===== src/rtl/tender_pkg.sv =====
// Shared definitions for the RT_TENDER decomposition core.
//   - Default geometry: element width, channels per row, rows per tile,
//     number of groups and the group-index width.
//   - state_t   : scan/emit state of the channel-max scanner.
//   - grp_idx_t : group index type carried with every channel record.
package tender_pkg;

    localparam int DATA_W   = 8;
    localparam int NUM_CH   = 16;
    localparam int NUM_ROWS = 8;
    localparam int NUM_GRP  = 8;
    localparam int GRP_W    = 3;

    typedef enum logic {
        SCAN = 1'b0,
        EMIT = 1'b1
    } state_t;

    typedef logic [GRP_W-1:0] grp_idx_t;

endpackage


===== src/rtl/tender_grp_classify.sv =====
// Power-of-two group classifier.
// The group is the smallest g in 0..NUM_GRP-2 for which m exceeds the
// global max shifted right by g+1; otherwise (including m == 0) the last
// group NUM_GRP-1.
// Ports:
//   m     in  DATA_W  unsigned channel absolute max
//   g_max in  DATA_W  unsigned tile-global absolute max
//   grp   out GRP_W   group index
module tender_grp_classify
    import tender_pkg::*;
#(
    parameter int P_DATA_W  = DATA_W,
    parameter int P_NUM_GRP = NUM_GRP,
    parameter int P_GRP_W   = GRP_W
) (
    input  logic [P_DATA_W-1:0] m,
    input  logic [P_DATA_W-1:0] g_max,
    output logic [P_GRP_W-1:0]  grp
);

    // Walk from the coarsest threshold down so the last hit is the smallest g.
    // m == 0 can never exceed a shifted value, so it falls through to the
    // default last group.
    always_comb begin
        grp = P_GRP_W'(P_NUM_GRP - 1);
        for (int g = P_NUM_GRP - 2; g >= 0; g--) begin
            if (m > (g_max >> (g + 1))) begin
                grp = P_GRP_W'(g);
            end
        end
    end

endmodule


===== src/rtl/tender_chan_max_scan.sv =====
// Upstream stage of the RT_TENDER decomposition core.
// Consumes one activation tile (row-major, channel fastest) as a signed
// element stream, tracks per-channel and tile-global absolute maxima, then
// emits one record per channel: {channel, max, group index}.
// Ports:
//   clk, rstn        clock, asynchronous active-low reset
//   in_valid/ready   element handshake (ready only while scanning)
//   in_data          signed activation element
//   out_valid/ready  channel record handshake
//   out_ch           channel index of the record
//   out_max          unsigned absolute max of that channel
//   out_grp          power-of-two group of that channel
//   out_last         record belongs to the final channel
//   busy             high unless idle in SCAN at the tile start
module tender_chan_max_scan
    import tender_pkg::*;
#(
    parameter int P_DATA_W   = DATA_W,
    parameter int P_NUM_CH   = NUM_CH,
    parameter int P_NUM_ROWS = NUM_ROWS,
    parameter int P_NUM_GRP  = NUM_GRP,
    parameter int P_GRP_W    = GRP_W
) (
    input  logic                          clk,
    input  logic                          rstn,
    input  logic                          in_valid,
    output logic                          in_ready,
    input  logic signed [P_DATA_W-1:0]    in_data,
    output logic                          out_valid,
    input  logic                          out_ready,
    output logic [$clog2(P_NUM_CH)-1:0]   out_ch,
    output logic [P_DATA_W-1:0]           out_max,
    output logic [P_GRP_W-1:0]            out_grp,
    output logic                          out_last,
    output logic                          busy
);

    localparam int CH_W  = $clog2(P_NUM_CH);
    localparam int ROW_W = $clog2(P_NUM_ROWS);

    localparam logic [CH_W-1:0]  CH_LAST  = CH_W'(P_NUM_CH - 1);
    localparam logic [ROW_W-1:0] ROW_LAST = ROW_W'(P_NUM_ROWS - 1);

    state_t               state_q, state_d;
    logic [CH_W-1:0]      ch_q, ch_d;
    logic [ROW_W-1:0]     row_q, row_d;
    logic [CH_W-1:0]      e_q, e_d;
    logic [P_DATA_W-1:0]  gmax_q, gmax_d;
    logic [P_DATA_W-1:0]  chmax_q [P_NUM_CH];
    logic [P_DATA_W-1:0]  chmax_d [P_NUM_CH];

    logic                 accept;
    logic                 tile_done;
    logic                 emit_hs;
    logic                 emit_done;
    logic [P_DATA_W-1:0]  abs_val;
    logic [P_NUM_CH-1:0]  ch_sel;

    assign in_ready  = (state_q == SCAN);
    assign accept    = in_valid && in_ready;
    assign tile_done = accept && (ch_q == CH_LAST) && (row_q == ROW_LAST);
    assign emit_hs   = (state_q == EMIT) && out_ready;
    assign emit_done = emit_hs && (e_q == CH_LAST);

    // Two's-complement magnitude; the most negative value wraps to
    // 2^(DATA_W-1), which is exactly its magnitude as an unsigned number.
    assign abs_val = in_data[P_DATA_W-1] ? P_DATA_W'(~in_data + 1'b1)
                                         : P_DATA_W'(in_data);

    // One-hot channel write enable for the current accepted element.
    generate
        for (genvar gi = 0; gi < P_NUM_CH; gi++) begin : g_ch_sel
            assign ch_sel[gi] = accept && (ch_q == CH_W'(gi));
        end
    endgenerate

    always_comb begin
        state_d = state_q;
        ch_d    = ch_q;
        row_d   = row_q;
        e_d     = e_q;
        gmax_d  = gmax_q;
        for (int c = 0; c < P_NUM_CH; c++) begin
            chmax_d[c] = chmax_q[c];
        end

        if (accept) begin
            if (ch_q == CH_LAST) begin
                ch_d  = '0;
                row_d = (row_q == ROW_LAST) ? '0 : row_q + 1'b1;
            end else begin
                ch_d = ch_q + 1'b1;
            end
            if (abs_val > gmax_q) begin
                gmax_d = abs_val;
            end
            for (int c = 0; c < P_NUM_CH; c++) begin
                if (ch_sel[c] && (abs_val > chmax_q[c])) begin
                    chmax_d[c] = abs_val;
                end
            end
        end

        if (tile_done) begin
            state_d = EMIT;
        end

        if (emit_hs) begin
            e_d = (e_q == CH_LAST) ? '0 : e_q + 1'b1;
        end

        // Final record handed off: clear the statistics for the next tile.
        if (emit_done) begin
            state_d = SCAN;
            gmax_d  = '0;
            for (int c = 0; c < P_NUM_CH; c++) begin
                chmax_d[c] = '0;
            end
        end
    end

    always_ff @(posedge clk or negedge rstn) begin
        if (!rstn) begin
            state_q <= SCAN;
            ch_q    <= '0;
            row_q   <= '0;
            e_q     <= '0;
            gmax_q  <= '0;
            for (int c = 0; c < P_NUM_CH; c++) begin
                chmax_q[c] <= '0;
            end
        end else begin
            state_q <= state_d;
            ch_q    <= ch_d;
            row_q   <= row_d;
            e_q     <= e_d;
            gmax_q  <= gmax_d;
            for (int c = 0; c < P_NUM_CH; c++) begin
                chmax_q[c] <= chmax_d[c];
            end
        end
    end

    tender_grp_classify #(
        .P_DATA_W  (P_DATA_W),
        .P_NUM_GRP (P_NUM_GRP),
        .P_GRP_W   (P_GRP_W)
    ) u_classify (
        .m     (chmax_q[e_q]),
        .g_max (gmax_q),
        .grp   (out_grp)
    );

    // Every record output is a pure function of flops, so it holds
    // naturally while the downstream stalls.
    assign out_valid = (state_q == EMIT);
    assign out_ch    = e_q;
    assign out_max   = chmax_q[e_q];
    assign out_last  = (state_q == EMIT) && (e_q == CH_LAST);
    assign busy      = !((state_q == SCAN) && (ch_q == '0) && (row_q == '0));

endmodule


===== config.mk =====
export PLATFORM = sky130hd
export DESIGN_NAME = tender_chan_max_scan
export DESIGN_NICKNAME = d
export VERILOG_FILES = /design/src/rtl/tender_pkg.sv /design/src/rtl/tender_grp_classify.sv /design/src/rtl/tender_chan_max_scan.sv
export SDC_FILE = /design/constraint.sdc
export NUM_CORES = 1
export LEC_CHECK = 0
export BUFFER_PORTS_ARGS = -buffer_cell sky130_fd_sc_hd__buf_2
export CORE_ASPECT_RATIO = 1.25
export CORE_MARGIN = 5
export CORE_UTILIZATION = 65
export DETAILED_ROUTE_END_ITERATION = 8
export PLACE_DENSITY = 0.86
export SETUP_SLACK_MARGIN = 0.5
export SLEW_MARGIN = 20
export SYNTH_ARGS = -nofsm -noshare
export SYNTH_HDL_FRONTEND = slang
export SYNTH_SLANG_ARGS = --single-unit

===== constraint.sdc =====
create_clock -name clk -period 6.5 [get_ports clk]
set_input_delay 0.325 -clock clk [delete_from_list [all_inputs] [get_ports clk]]
set_output_delay 0.325 -clock clk [all_outputs]
set_load 0.01 [all_outputs]

; Word level (Yosys, flattened, before mapping)
; Cells that the tools add are included.
[totals]
reg_bits = 148
inputBits = 12
[op_classes]
addsub = 4
n_lt_le_gt_ge = 25
eq_ne = 17
mux = 37
bitwise_logic = 3
n_reduce_logical = 79
[ops]
columns = op, count
row1 = $mux 128, 2
row2 = $mux 8, 22
row3 = $gt 8x8->1, 17
row4 = $logic_and 1x1->1, 39
row5 = $reduce_bool 2->1, 19
row6 = $eq 4x4->1 const B, 9
row7 = $reduce_and 2->1, 18
row8 = $bmux 8 s4, 1
row9 = $mux 3, 7
row10 = $eq 4x3->1 const B, 4
row11 = $add 4x1->4 const B, 2
row12 = $add 8x1->8 const B, 1
row13 = $eq 4x2->1 const B, 2
row14 = $gt 8x1->1, 1
row15 = $gt 8x2->1, 1
row16 = $gt 8x3->1, 1
row17 = $gt 8x4->1, 1
row18 = $gt 8x5->1, 1
row19 = $gt 8x6->1, 1
row20 = $gt 8x7->1, 1
row21 = $mux 4, 2
row22 = $not 8->8, 1
row23 = $ge 5x5->1 const B, 1
row24 = $not 4->5, 1
row25 = 8 further kinds, 10

; Logic depth before layout (Yosys ltp)
; Gate-level depths: netlist of run 1.
[depth]
ltp_word = 12
ltp_mapped = 16
ltp_nobuf = 12

; Hierarchy
; From an unflattened synthesis of run 1, not the netlist that was laid out.
[unflattened]
hier_cells = 1152
area_unflattened_um2 = 11647.4
[by_module_without_submodules]
columns = mod, n_inst, cells_per_inst, area_per_inst_um2, seq_area_each_um2
row1 = tender_chan_max_scan, 1, 1063, 10877.9, 3703.6
row2 = tender_grp_classify, 1, 89, 769.5, 0.0

; Least setup slack after synthesis of run 1
; Ideal clock, no wire load.
[synth_path]
kind = in2reg
start = input in_data[0]
end = register chmax_q[71] (netlist name)
setup_ns = 0.132
t_arrival_ns = 4.276
required_time_ns = 6.368
setup_slack_ns = 2.092
cell_stages = 15
cell_sequence = clkbuf_1 clkbuf_1 inv_1 ha_1 nand2b_1 o21ai_0 xnor2_1 clkbuf_1 ha_1 nand3_1 nor2_1 a221o_1 a31oi_2 mux2i_1 nor2_1
[synth_via]
elab_chain_len = 7
word_cells_on_any_way = 10
[synth_lines]
columns = item, line
row1 = start: declaration, tender_chan_max_scan.sv:28  ; input logic signed [P_DATA_W-1:0] in_data,
row2 = $not 8->8, tender_chan_max_scan.sv:67  ; assign abs_val = in_data[P_DATA_W-1] ? P_DATA_W'(~in_data + 1'b1)
row3 = $add 8x1->8, tender_chan_max_scan.sv:67
row4 = $mux 8 (*), tender_chan_max_scan.sv:67
row5 = $gt 8x8->1, tender_chan_max_scan.sv:98  ; if (ch_sel[c] && (abs_val > chmax_q[c])) begin
row6 = $logic_and 1x1->1, tender_chan_max_scan.sv:98
row7 = $reduce_bool 2->1 (no line), -
row8 = $reduce_and 2->1 (no line), -
row9 = end signal: indexed assignment, tender_chan_max_scan.sv:139  ; chmax_q[c] <= chmax_d[c];
row10 = end: declaration, tender_chan_max_scan.sv:49  ; logic [P_DATA_W-1:0] chmax_q [P_NUM_CH];
; Mark *: on every way between the ends. The rest lies on a longest branch, timed or not. The select of a mux whose other input is x is not followed.
; A chain may end at the register's enable or synchronous reset.

; Worst setup path after layout of run 1
[layout_path]
start = register e_q[0], in the netlist out_ch[0]
end = output out_grp[1]
[layout_via]
elab_chain_len = 11
word_cells_on_any_way = 16
[layout_lines]
columns = item, line
row1 = start: declaration, tender_chan_max_scan.sv:47  ; logic [CH_W-1:0] e_q, e_d;
row2 = start signal: assignment, tender_chan_max_scan.sv:127  ; e_q <= '0;
row3 = start signal: assignment, tender_chan_max_scan.sv:136  ; e_q <= e_d;
row4 = $not 4->5 (implied by the code) (*), tender_chan_max_scan.sv:149  ; .m (chmax_q[e_q]),
row5 = $bmux 8 s4 (*), tender_chan_max_scan.sv:149
row6 = $mux 8 (implied by the code) (*) (2 in series), tender_chan_max_scan.sv:149
row7 = $gt 8x2->1, tender_grp_classify.sv:27  ; if (m > (g_max >> (g + 1))) begin
row8 = $mux 3 (5 in series), tender_grp_classify.sv:27
row9 = $mux 3 (*), tender_grp_classify.sv:27
row10 = end: declaration, tender_chan_max_scan.sv:33  ; output logic [P_GRP_W-1:0] out_grp,
; Marked as above.

==> run_results.csv, run 1 <==
group,metric,value,unit
status,status,"complete, no violations",
cells_and_area,nFillCells,1165,
worst_setup_path,cp-start-kind,"flip-flop",
timing,max_freq,212,MHz
worst_setup_path,cp.arrival,4.39,ns
timing,finalCritPeriodShare,0.726,
drt,drt-total-wl,29700,µm
drt,highest_layer,"met4",
drt,wl_met3,1900,µm
worst_hold_path,min_path_type,"input pin to flip-flop",
placed_design,postPlaceCellArea,11800,µm²
timing,drv_slew,0,
timing,skew,0.0119,ns
synth,ys_top_cells_by_area,"dfrtp_1, ha_1, mux2i_1",
global_routing,grt_pass1_wl,47600,µm
worst_setup_path,cpPeakStageDelay,0.93,ns
worst_setup_path,cp_slowest_cell,"dfrtp_2",
worst_setup_path,timing_worst_setup_path_type,"flip-flop to output port",
timing,grt_setup_unrepaired,"false",
synth,avgSynthCellArea,9.98,µm²
drt,vias_per_cell,6.46,
clocking,clock-sinks,148,
global_routing,grt-ovfl-total,0,
synth,synth_top_cell_area_share,0.324,
drt,num_vias,9089,
synth,netlist_instances,1144,
global_routing,antenna_found_initial,0,
drt,route.met2.wl,14600,µm
timing,setup_viol,0,
synth,ys_seq_elements,148,
global_routing,grt_util_all_layers,0.302,
synth,syn_nets,1329,
die,io_pins,31,
global_routing,grt_max_degree,84,
pwr,leakage,5.68,nW
pwr,finalPower,0.00463,W
clocking,clock_path_buffers,2,
drt,drtAntennaViolNets,0,
synth,ys_warn_count,0,
clocking,clk_pin_slew,0.07,ns
timing,hold_slack,0.179,ns
die,start_util,0.658,
die,core-area,17400,µm²
placed_design,io_buffers,30,
synth,netlist_area,11400,µm²
die,rows,54,
drt,wl_per_cell,21.1,µm
pwr,powerDensity,372,nW/µm²
timing,period_minus_slack,4.72,ns
die,die_h,158,µm
worst_setup_path,critPathCaptureType,"output port",
timing,finalSetupTns,0,ns
timing,relSlewSlack,0.342,
global_routing,grt_pass1_vias,9214,
worst_setup_path,crit_path_max_fanout,25,
drt,first_pass_iters,5,
timing,hold_viol,0,
clocking,h-tree-depth,4,
synth,ys_types,50,
die,dieArea,20300,µm²
synth,seq_area_frac_synth,0.324,
die,die_w,129,µm
worst_setup_path,worstPathCellList,"buf_4 -> mux4_2 -> a22oi_1 -> nand2_1 -> ha_1 -> nand4_1 -> a2111oi_2 -> nand3b_1 -> nor4b_4 -> buf_2",
drt,drc,0,
cells_and_area,diodes,0,
placed_design,gp_routability_congestion,0.908,
pwr,ir_drop,0.319,mV
clocking,cts_tree,"done",
drt,first_iter_violations,775,
timing,tightest_slew,0.985,ns
job,cap_violations,0,
cells_and_area,fin_area,12500,µm²
drt,wl_met1,11400,µm
clocking,post_cts_resized,0,
clocking,insertion_delay,0.45,ns
cells_and_area,drive_gt1_frac,0.118,
clocking,root_buffer,"clkbuf_16",
worst_setup_path,worstPathRequired,6.17,ns
clocking,post_cts_buffers,0,
synth,yosys.area.top_type,"dfrtp_1",
clocking,numCtsBuffers,17,
cells_and_area,final_nets,1354,
cells_and_area,synthToLayoutAreaGrowth,9.05,%
placed_design,dp_hpwl,19800,µm
[cell families after synthesis]
| family | share of synthesized area |
|---|---|
| mux | 0.187 |
| buf+inv | 0.0597 |
| xor+xnor | 0.00613 |
| fa+ha+maj | 0.190 |
| flops | 0.324 |
| simple gates | 0.120 |
| compound gates | 0.114 |
[cell usage after synthesis (all sizes together)]
master and n:
nor2b 24, a211o 1, and2 1, a21o 29
nor4 3, mux2 3, a21boi 1, nor4b 1
o22a 1, and4 1, nand3b 2, nand2 27
or2 1, dfrtp 148, nand2b 5, o2111ai 8
o21a 35, a31oi 7, a2111oi 1, o31ai 2
nand3 24, clkbuf 24, buf 14, a21oi 40
xnor2 8, o211ai 2, a221o 7, and3 18
a22oi 8, and3b 3, nor2 149, or3 2
nor3 3, a311oi 1, inv 139, nand4 21
ha 173, mux2i 128, mux4 36, nor3b 2
o21ai 41
[worst max-delay path, delay by kind of cell (launching register included)]
kind / cells / cell delay (ns)
simple gates: 4 / 0.71
mux: 1 / 0.56
compound gates: 2 / 0.87
fa+ha+maj: 1 / 0.40
flops: 1 / 0.93
buf+inv: 2 / 0.48
[final cells by class]
type / count / area (µm²) / share of cell area
Sequential cell: 148 / 3710 / 0.298
Inverter: 139 / 522 / 0.0419
Clock inverter: 15 / 160 / 0.0129
Timing Repair Buffer: 44 / 268 / 0.0215
Clock buffer: 17 / 425 / 0.0342
Tap cell: 224 / 280 / 0.0225
Multi-Input combinational cell: 819 / 7090 / 0.570
[routing by layer]
| layer | vias up | track usage |
|---|---|---|
| met4 | 0 | 0.183 |
| li1 | 4122 | - |
| met3 | 123 | 0.0486 |
| met5 | - | 0 |
| met2 | 381 | 0.510 |
| met1 | 4463 | 0.364 |
[layout by cell type (no fill, tap or decap), types with 27 or more instances in the layout]
master / instances
a21o_1: 29
a21oi_1: 32
buf_2: 29
dfrtp_1: 146
ha_1: 173
inv_1: 139
mux2i_1: 128
mux4_2: 33
nand2_1: 27
nor2_1: 148
o21a_1: 35
o21ai_0: 40
[registers in the layout (all words and copies together) (netlist names)]
register / cells
ch_q: 4
chmax_q: 128
gmax_q: 8
out_ch: 4
out_valid: 1
row_q: 3
[timing repair]
action                                  in CTS  in global routing
hold buffers                                 1                  0
endpoints found under the setup margin       0                  0
hold endpoints to repair                    82                  0
[power breakdown]
group / internal, W / total, W / switching [W]
combinational: 0.00102 / 0.00221 / 0.00119
clock: 0.000545 / 0.000994 / 0.000449
sequential: 0.00112 / 0.00142 / 0.000306
total: 0.00268 / 0.00463 / 0.00195
[per-stage QoR]
stage | utilization | worst slack (ns) | instances
finish | 0.717 | 1.78 | 1406
global route | 0.717 | 1.48 | 1406
CTS | 0.717 | 1.77 | 1405
detailed placement | 0.682 | 2.09 | 1372
global placement | 0.682 | 2.19 | 1372
floorplan | - | 2.09 | 1144
[worst paths after layout]
kind	slack (ns)	depth (start not counted)	start	to
setup / recovery	1.78	10	out_ch[0]	out_grp[1]
hold / removal	0.18	3	out_ready	out_ch[0]
setup reg to reg	3.12	7	out_valid	chmax_q[108]
hold reg to reg	0.54	2	chmax_q[87]	chmax_q[87]
max in group asynchronous	4.64	3	rstn	chmax_q[4]
min in group asynchronous	0.51	2	rstn	chmax_q[95]
Power figures use the tool's default switching activity.
==> run 2: changes to the inputs <==
--- a/config.mk
+++ b/config.mk
@@ -8,9 +8,9 @@
 export BUFFER_PORTS_ARGS = -buffer_cell sky130_fd_sc_hd__buf_2
 export CORE_ASPECT_RATIO = 1.25
 export CORE_MARGIN = 5
-export CORE_UTILIZATION = 65
+export CORE_UTILIZATION = 64
 export DETAILED_ROUTE_END_ITERATION = 8
-export PLACE_DENSITY = 0.86
+export PLACE_DENSITY = 0.84
 export SETUP_SLACK_MARGIN = 0.5
 export SLEW_MARGIN = 20
 export SYNTH_ARGS = -nofsm -noshare
==> constraint.sdc (replaced) <==
create_clock -name clk -period 4.4 [get_ports clk]
set_input_delay 0.22 -clock clk [delete_from_list [all_inputs] [get_ports clk]]
set_output_delay 0.22 -clock clk [all_outputs]
set_load 0.01 [all_outputs]
==> run 2 against run 1 <==
  * The flow now finishes with violations (DRC)
  * Clock power is 64% higher
  * Total power is 62% higher
  * Wire length is 5.4% higher
  * Final cell count grew 1.5%
  * Die area rose by 1.5%
  * First-iteration DRC count down 7.0%
  * Clock skew fell by 0.0065 ns
  * Clock-buffer cell count up 6
  * Sequential share of layout area shrank 1.2 points
  * Global-route usage increased by 0.66 points
==> run_results.csv, run 2 (synthesized netlist as in run 1, its figures left out) <==
group,metric,value,unit
cells_and_area,drive_gt1_frac,0.153,
timing,finalCritPeriodShare,0.887,
clocking,h-tree-depth,4,
timing,period_minus_slack,3.90,ns
global_routing,met1_usage,0.359,
pwr,leakage,5.83,nW
pwr,ir_drop,0.410,mV
drt,drc,1,
global_routing,grt_util_all_layers,0.309,
status,status,"finished with violations",
cells_and_area,synthToLayoutAreaGrowth,13.8,%
clocking,clk_pin_slew,0.06,ns
cells_and_area,regMostFlops,"chmax_q",
timing,skew,0.00533,ns
drt,num_vias,9322,
cells_and_area,final_common_cell,"ha_1",
cells_and_area,largest_reg_flops,128,
global_routing,antenna_found_initial,0,
cells_and_area,diodes,0,
placed_design,gp_routability_congestion,0.877,
global_routing,use_met2,0.524,
global_routing,grt-ovfl-total,0,
cells_and_area,mostFrequentLayoutCells,"ha_1, nor2_1, dfrtp_1",
worst_setup_path,critPathCaptureType,"output port",
worst_setup_path,cpPeakStageDelay,0.57,ns
cells_and_area,nFillCells,1112,
timing,tightest_slew,1.05,ns
timing,setup_viol,0,
placed_design,dp_hpwl,20400,µm
timing,grt_setup_unrepaired,"true",
clocking,clock-sinks,148,
pwr,powerDensity,578,nW/µm²
timing,relSlewSlack,0.301,
clocking,insertion_delay,0.44,ns
clocking,numCtsBuffers,17,
status,violations,"DRC",
worst_setup_path,cp.arrival,3.68,ns
die,rows,54,
timing,hold_viol,0,
worst_setup_path,cp-start-kind,"flip-flop",
worst_hold_path,min_path_type,"input pin to flip-flop",
timing,drv_slew,0,
cells_and_area,final_util,0.743,
die,die_w,129,µm
global_routing,grt_pass1_vias,9726,
die,io_pins,31,
worst_setup_path,worstPathRequired,4.18,ns
clocking,cts_tree,"done",
drt,wl_per_cell,21.9,µm
die,dieArea,20600,µm²
global_routing,grt_util_met3,0.0604,
die,die_h,159,µm
clocking,root_buffer,"clkbuf_16",
die,start_util,0.653,
worst_setup_path,cp_common_cell,"mux4_2",
placed_design,io_buffers,30,
timing,max_freq,256,MHz
worst_setup_path,cp_slowest_cell,"mux4_2",
global_routing,top_usage_layer,"met2",
job,cap_violations,0,
global_routing,grt_pass1_wl,49900,µm
cells_and_area,reg.largest.list,"chmax_q (128), gmax_q (8)",
drt,drt-total-wl,31300,µm
timing,finalSetupTns,0,ns
drt,vias_per_cell,6.53,
die,core-area,17500,µm²
worst_setup_path,crit_path_max_fanout,6,
worst_setup_path,timing_worst_setup_path_type,"flip-flop to output port",
clocking,clock_path_buffers,2,
drt,drtAntennaViolNets,0,
worst_setup_path,worstPathCellList,"mux4_2 -> mux4_2 -> buf_6 -> ha_4 -> nor2b_1 -> o21ai_2 -> nand2b_1 -> a21oi_2 -> nor3b_2 -> nand3b_1 -> nor4b_4 -> buf_2",
global_routing,grt_max_degree,87,
drt,first_pass_iters,8,
drt,first_iter_violations,721,
cells_and_area,final_nets,1375,
-- run 2: metrics by stage --
step                std cells  power, W  cell area, µm²  worst slack (ns)  hold slack (ns)
global route             1427   0.00799           13000             0.366           0.0832
global placement         1380   0.00517           12000             0.624            0.250
finish                   1427   0.00751           13000             0.497           0.0712
detailed placement       1380   0.00534           12000             0.508            0.252
floorplan                1144   0.00436           11500             0.535          -0.0756
CTS                      1422   0.00718           12800             0.510           0.0707
-- run 2: where the power goes --
group          switching, W  internal [W]  total, W
combinational       0.00204       0.00180   0.00385
clock              0.000593       0.00103   0.00163
sequential         0.000377       0.00166   0.00204
-- run 2: path summary, 6_finish.rpt --
kind | endpoint | cells after the start | start | slack [ns]
max | out_grp[1] | 12 | out_ch[1] | 0.50
min | out_ch[2] | 3 | out_ready | 0.07
max reg2reg | chmax_q[97] | 7 | out_valid | 1.36
min reg2reg | gmax_q[0] | 2 | gmax_q[0] | 0.54
max in group asynchronous | out_ch[0] | 3 | rstn | 2.98
min in group asynchronous | chmax_q[79] | 2 | rstn | 0.34
-- run 2: final cells by class --
class,instances,area [µm²],area share
Sequential cell,148,3710,0.286
Multi-Input combinational cell,819,7340,0.565
Clock buffer,23,468,0.0360
Tap cell,224,280,0.0216
Clock inverter,9,175,0.0135
Timing Repair Buffer,65,498,0.0383
Inverter,139,526,0.0404
-- run 2: repair_timing --
| action | CTS | global route |
|---|---|---|
| setup buffers | 9 | 5 |
| hold buffers | 1 | 0 |
| endpoints found under the hold margin | 61 | 0 |
| gates resized for setup | 23 | 30 |
| endpoints found under the setup margin | 3 | 3 |
| pin swaps | 2 | 12 |
-- run 2: per-layer routing --
| metal | part of all wire | vias up |
|---|---|---|
| li1 | - | 4166 |
| met1 | 0.37 | 4601 |
| met2 | 0.50 | 416 |
| met3 | 0.063 | 139 |
| met4 | 0.062 | 0 |
| met5 | 0 | - |
-- run 2: critical path, delay by kind of cell, from the launching register on --
family / cells / cell delay [ns]
AOI/OAI and AO/OA: 2 / 0.30
DFF: 1 / 0.50
and+or+nand+nor: 5 / 0.76
buffers and inverters: 2 / 0.35
adders and majority gates: 1 / 0.23
muxes: 2 / 1.09
==> run 3: changes to the inputs <==
--- a/config.mk
+++ b/config.mk
@@ -5,6 +5,7 @@
 export SDC_FILE = /design/constraint.sdc
 export NUM_CORES = 1
 export LEC_CHECK = 0
+export ABC_AREA = 1
 export BUFFER_PORTS_ARGS = -buffer_cell sky130_fd_sc_hd__buf_2
 export CORE_ASPECT_RATIO = 1.25
 export CORE_MARGIN = 5
==> run 3 against run 2 <==
  * The flow now finishes without violations
  * Synthesized area shrank 2.1%
  * Die area shrank 2.0%
  * Total power grew 23%
  * Critical path type unchanged
  * Largest cell class unchanged
  * Largest power group unchanged
  * Highest routed layer is now met5
==> run_results.csv, run 3 <==
group,metric,value,unit
clocking,clock-sinks,148,
timing,period_minus_slack,3.66,ns
global_routing,grt_pass1_wl,53500,µm
clocking,insertion_delay,0.44,ns
clocking,clk_pin_slew,0.06,ns
timing,grt_setup_unrepaired,"false",
synth,synth_top_cell_area_share,0.331,
cells_and_area,seqCellArea,3700,µm²
drt,vias_per_cell,6.20,
worst_setup_path,worstPathCellList,"buf_6 -> nand2_1 -> o211ai_1 -> nand3_1 -> nand3_1 -> nand2_1 -> ha_1 -> inv_1 -> o21bai_1 -> a21o_1 -> a21oi_1 -> o21ai_0 -> a21oi_1 -> or2_2 -> nand2_1 -> a21oi_1 -> buf_2",
worst_setup_path,cp.arrival,3.44,ns
pwr,ir_drop,0.341,mV
die,io_pins,31,
cells_and_area,final_nets,1654,
timing,relSlewSlack,0.339,
worst_setup_path,crit_path_max_fanout,46,
drt,drc,0,
timing,skew,0.00739,ns
die,die_h,158,µm
synth,ys_types,44,
placed_design,dp_hpwl,22600,µm
synth,netlist_area,11200,µm²
worst_setup_path,critPathCaptureType,"output port",
synth,ys_seq_elements,148,
drt,num_vias,10564,
drt,drt-total-wl,33300,µm
pwr,pwr-share-comb,0.578,
clocking,numCtsBuffers,17,
worst_setup_path,cp_top_family,"simple AND/OR/NAND/NOR gates",
clocking,clock_path_buffers,2,
pwr,finalPower,0.00922,W
global_routing,grt_util_all_layers,0.341,
drt,route.met2.wl,14600,µm
synth,avgSynthCellArea,7.73,µm²
drt,wl_per_cell,19.5,µm
cells_and_area,largest_reg_flops,128,
die,core-area,17300,µm²
cells_and_area,reg.largest.list,"chmax_q (128), gmax_q (8)",
pwr,p_int,0.00484,W
status,status,"complete, no violations",
drt,wl_met1,13000,µm
worst_setup_path,cpPeakStageDelay,0.44,ns
synth,synth_edf_count,0,
drt,first_iter_violations,1305,
synth,synthAdderAreaFrac,0.194,
cells_and_area,final_common_cell,"nand2_1",
clocking,cts_tree,"done",
synth,synth_compound_area_frac,0.156,
timing,tightest_slew,0.990,ns
synth,ys_warn_count,0,
synth,dominantRegCellSynth,"dfrtp_1",
pwr,swShare,0.475,
global_routing,grt-ovfl-total,0,
worst_setup_path,critPathBufInv,3,
worst_setup_path,worstPathRequired,4.18,ns
pwr,pwr-share-seq,0.250,
synth,synth-simple-area-share,0.207,
cells_and_area,synthToLayoutAreaGrowth,8.33,%
worst_setup_path,timing_worst_setup_path_type,"flip-flop to output port",
synth,yosys-top-cells-count,"nand2_1, inv_1, ha_1",
drt,wl_met3,3250,µm
job,cap_violations,0,
synth,synth_xor_area_frac,0.00470,
worst_setup_path,cp-start-kind,"flip-flop",
drt,highest_layer,"met5",
timing,hold_viol,0,
timing,max_freq,273,MHz
timing,setup_viol,0,
placed_design,gp_routability_congestion,0.947,
worst_setup_path,cp_slowest_cell,"dfrtp_2",
cells_and_area,nFillCells,1426,
die,die_w,128,µm
pwr,switchingPower,0.00438,W
pwr,powerDensity,761,nW/µm²
global_routing,grt_max_degree,84,
timing,finalSetupTns,0,ns
synth,netlist_instances,1447,
pwr,leakage,6.21,nW
pwr,pwr-share-clk,0.172,
drt,first_pass_iters,6,
global_routing,grt_pass1_vias,10316,
clocking,root_buffer,"clkbuf_16",
cells_and_area,drive_gt1_frac,0.0837,
die,dieArea,20200,µm²
placed_design,io_buffers,30,
die,rows,54,
synth,synth-async-reset-ratio,1.00,
synth,syn_nets,1632,
timing,drv_slew,0,
synth,yosys.area.top_type,"dfrtp_1",
cells_and_area,multi_input_area,6340,µm²
clocking,post_cts_buffers,0,
drt,drtAntennaViolNets,0,
synth,ys_top_cells_by_area,"dfrtp_1, ha_1, nand2_1",
global_routing,antenna_found_initial,1,
die,start_util,0.646,
cells_and_area,mostFrequentLayoutCells,"nand2_1, inv_1, ha_1",
synth,synth_top_family_by_area,"simple AND/OR/NAND/NOR gates",
synth,synth.most_common_cell,"nand2_1",
cells_and_area,regMostFlops,"chmax_q",
timing,finalCritPeriodShare,0.831,
worst_hold_path,min_path_type,"input pin to flip-flop",
cells_and_area,diodes,0,
synth,muxShareOfSynthArea,0.00201,
synth,seq_area_frac_synth,0.331,
clocking,h-tree-depth,4,
-- run 3: cell types whose count changed in the layout (fill, tap and decap cells not counted), moves of 30 or more --
cell,previous run,this run
nand3_1,24,111
o21ai_0,34,123
a21oi_1,27,101
o21ai_1,3,46
mux4_2,34,0
o21a_1,35,5
inv_1,137,201
nand2_1,24,322
nor2_1,148,48
mux2i_1,128,0
-- run 3: path summary, 6_finish.rpt --
check,start,slack (ns),cells past startpoint,end
setup / recovery,out_ch[0],0.74,17,out_grp[1]
hold / removal,out_ready,0.23,4,out_ch[1]
setup reg to reg,out_ch[1],1.41,9,chmax_q[106]
hold reg to reg,chmax_q[18],0.49,2,chmax_q[18]
max in group asynchronous,rstn,2.96,3,gmax_q[6]
min in group asynchronous,rstn,0.40,2,chmax_q[116]
-- run 3: layer usage --
| metal | vias up | global-route usage |
|---|---|---|
| li1 | 4877 | - |
| met5 | - | 0 |
| met1 | 4875 | 0.433 |
| met3 | 203 | 0.0709 |
| met4 | 2 | 0.225 |
| met2 | 607 | 0.527 |
-- run 3: worst reg2reg max path, stage by stage (launching register included) --
cell	delay, ns
dfrtp_1	0.39
buf_4	0.41
ha_1	0.25
nand3_1	0.17
nor2_1	0.34
inv_2	0.30
nand2_1	0.20
inv_1	0.45
nand2_1	0.23
o21ai_0	0.10
-- run 3: repair_timing --
action                                  in CTS  in global routing
hold buffers                                 1                  0
hold endpoints to repair                    81                  0
resized for setup                            0                  3
endpoints found under the setup margin       0                  3
-- run 3: power by group through the flow --
stage / Combinational [W] / Sequential, W / Clock, W
5_1_grt: 0.00600 / 0.00236 / 0.00165
6_report: 0.00533 / 0.00230 / 0.00159
3_5_place_dp: 0.00515 / 0.00231 / 0
2_1_floorplan: 0.00386 / 0.00222 / 0
3_3_place_gp: 0.00494 / 0.00228 / 0
4_1_cts: 0.00523 / 0.00229 / 0.00159
-- run 3: logic make-up (layout without fill, tap and decap cells) --
logic type	Yosys count	after routing
buffers and inverters	263	297
AO/OA/AOI/OAI	319	319
adder cells (fa/ha/maj)	173	173
multiplexers	2	2
flip-flops	148	148
AND/OR/NAND/NOR	536	536
XOR/XNOR	6	6
-- run 3: stage by stage --
step,hold WS [ns],util,std cells,setup WS [ns],area (µm²)
after detailed placement,0.337,0.662,1673,1.14,11500
after global routing,0.258,0.700,1705,0.513,12100
final,0.233,0.700,1705,0.742,12100
after CTS,0.225,0.700,1705,0.700,12100
after floorplan,-0.0756,-,1447,0.951,11200
after global placement,0.326,0.662,1673,1.23,11500
-- run 3: cell type report --
class / instances / share of cell area
multi-input cells: 1036 / 0.524
flip-flops and latches: 148 / 0.306
inverters: 213 / 0.0669
clock buffers: 22 / 0.0400
repair buffers: 53 / 0.0277
well taps: 224 / 0.0231
clock inverters: 9 / 0.0124
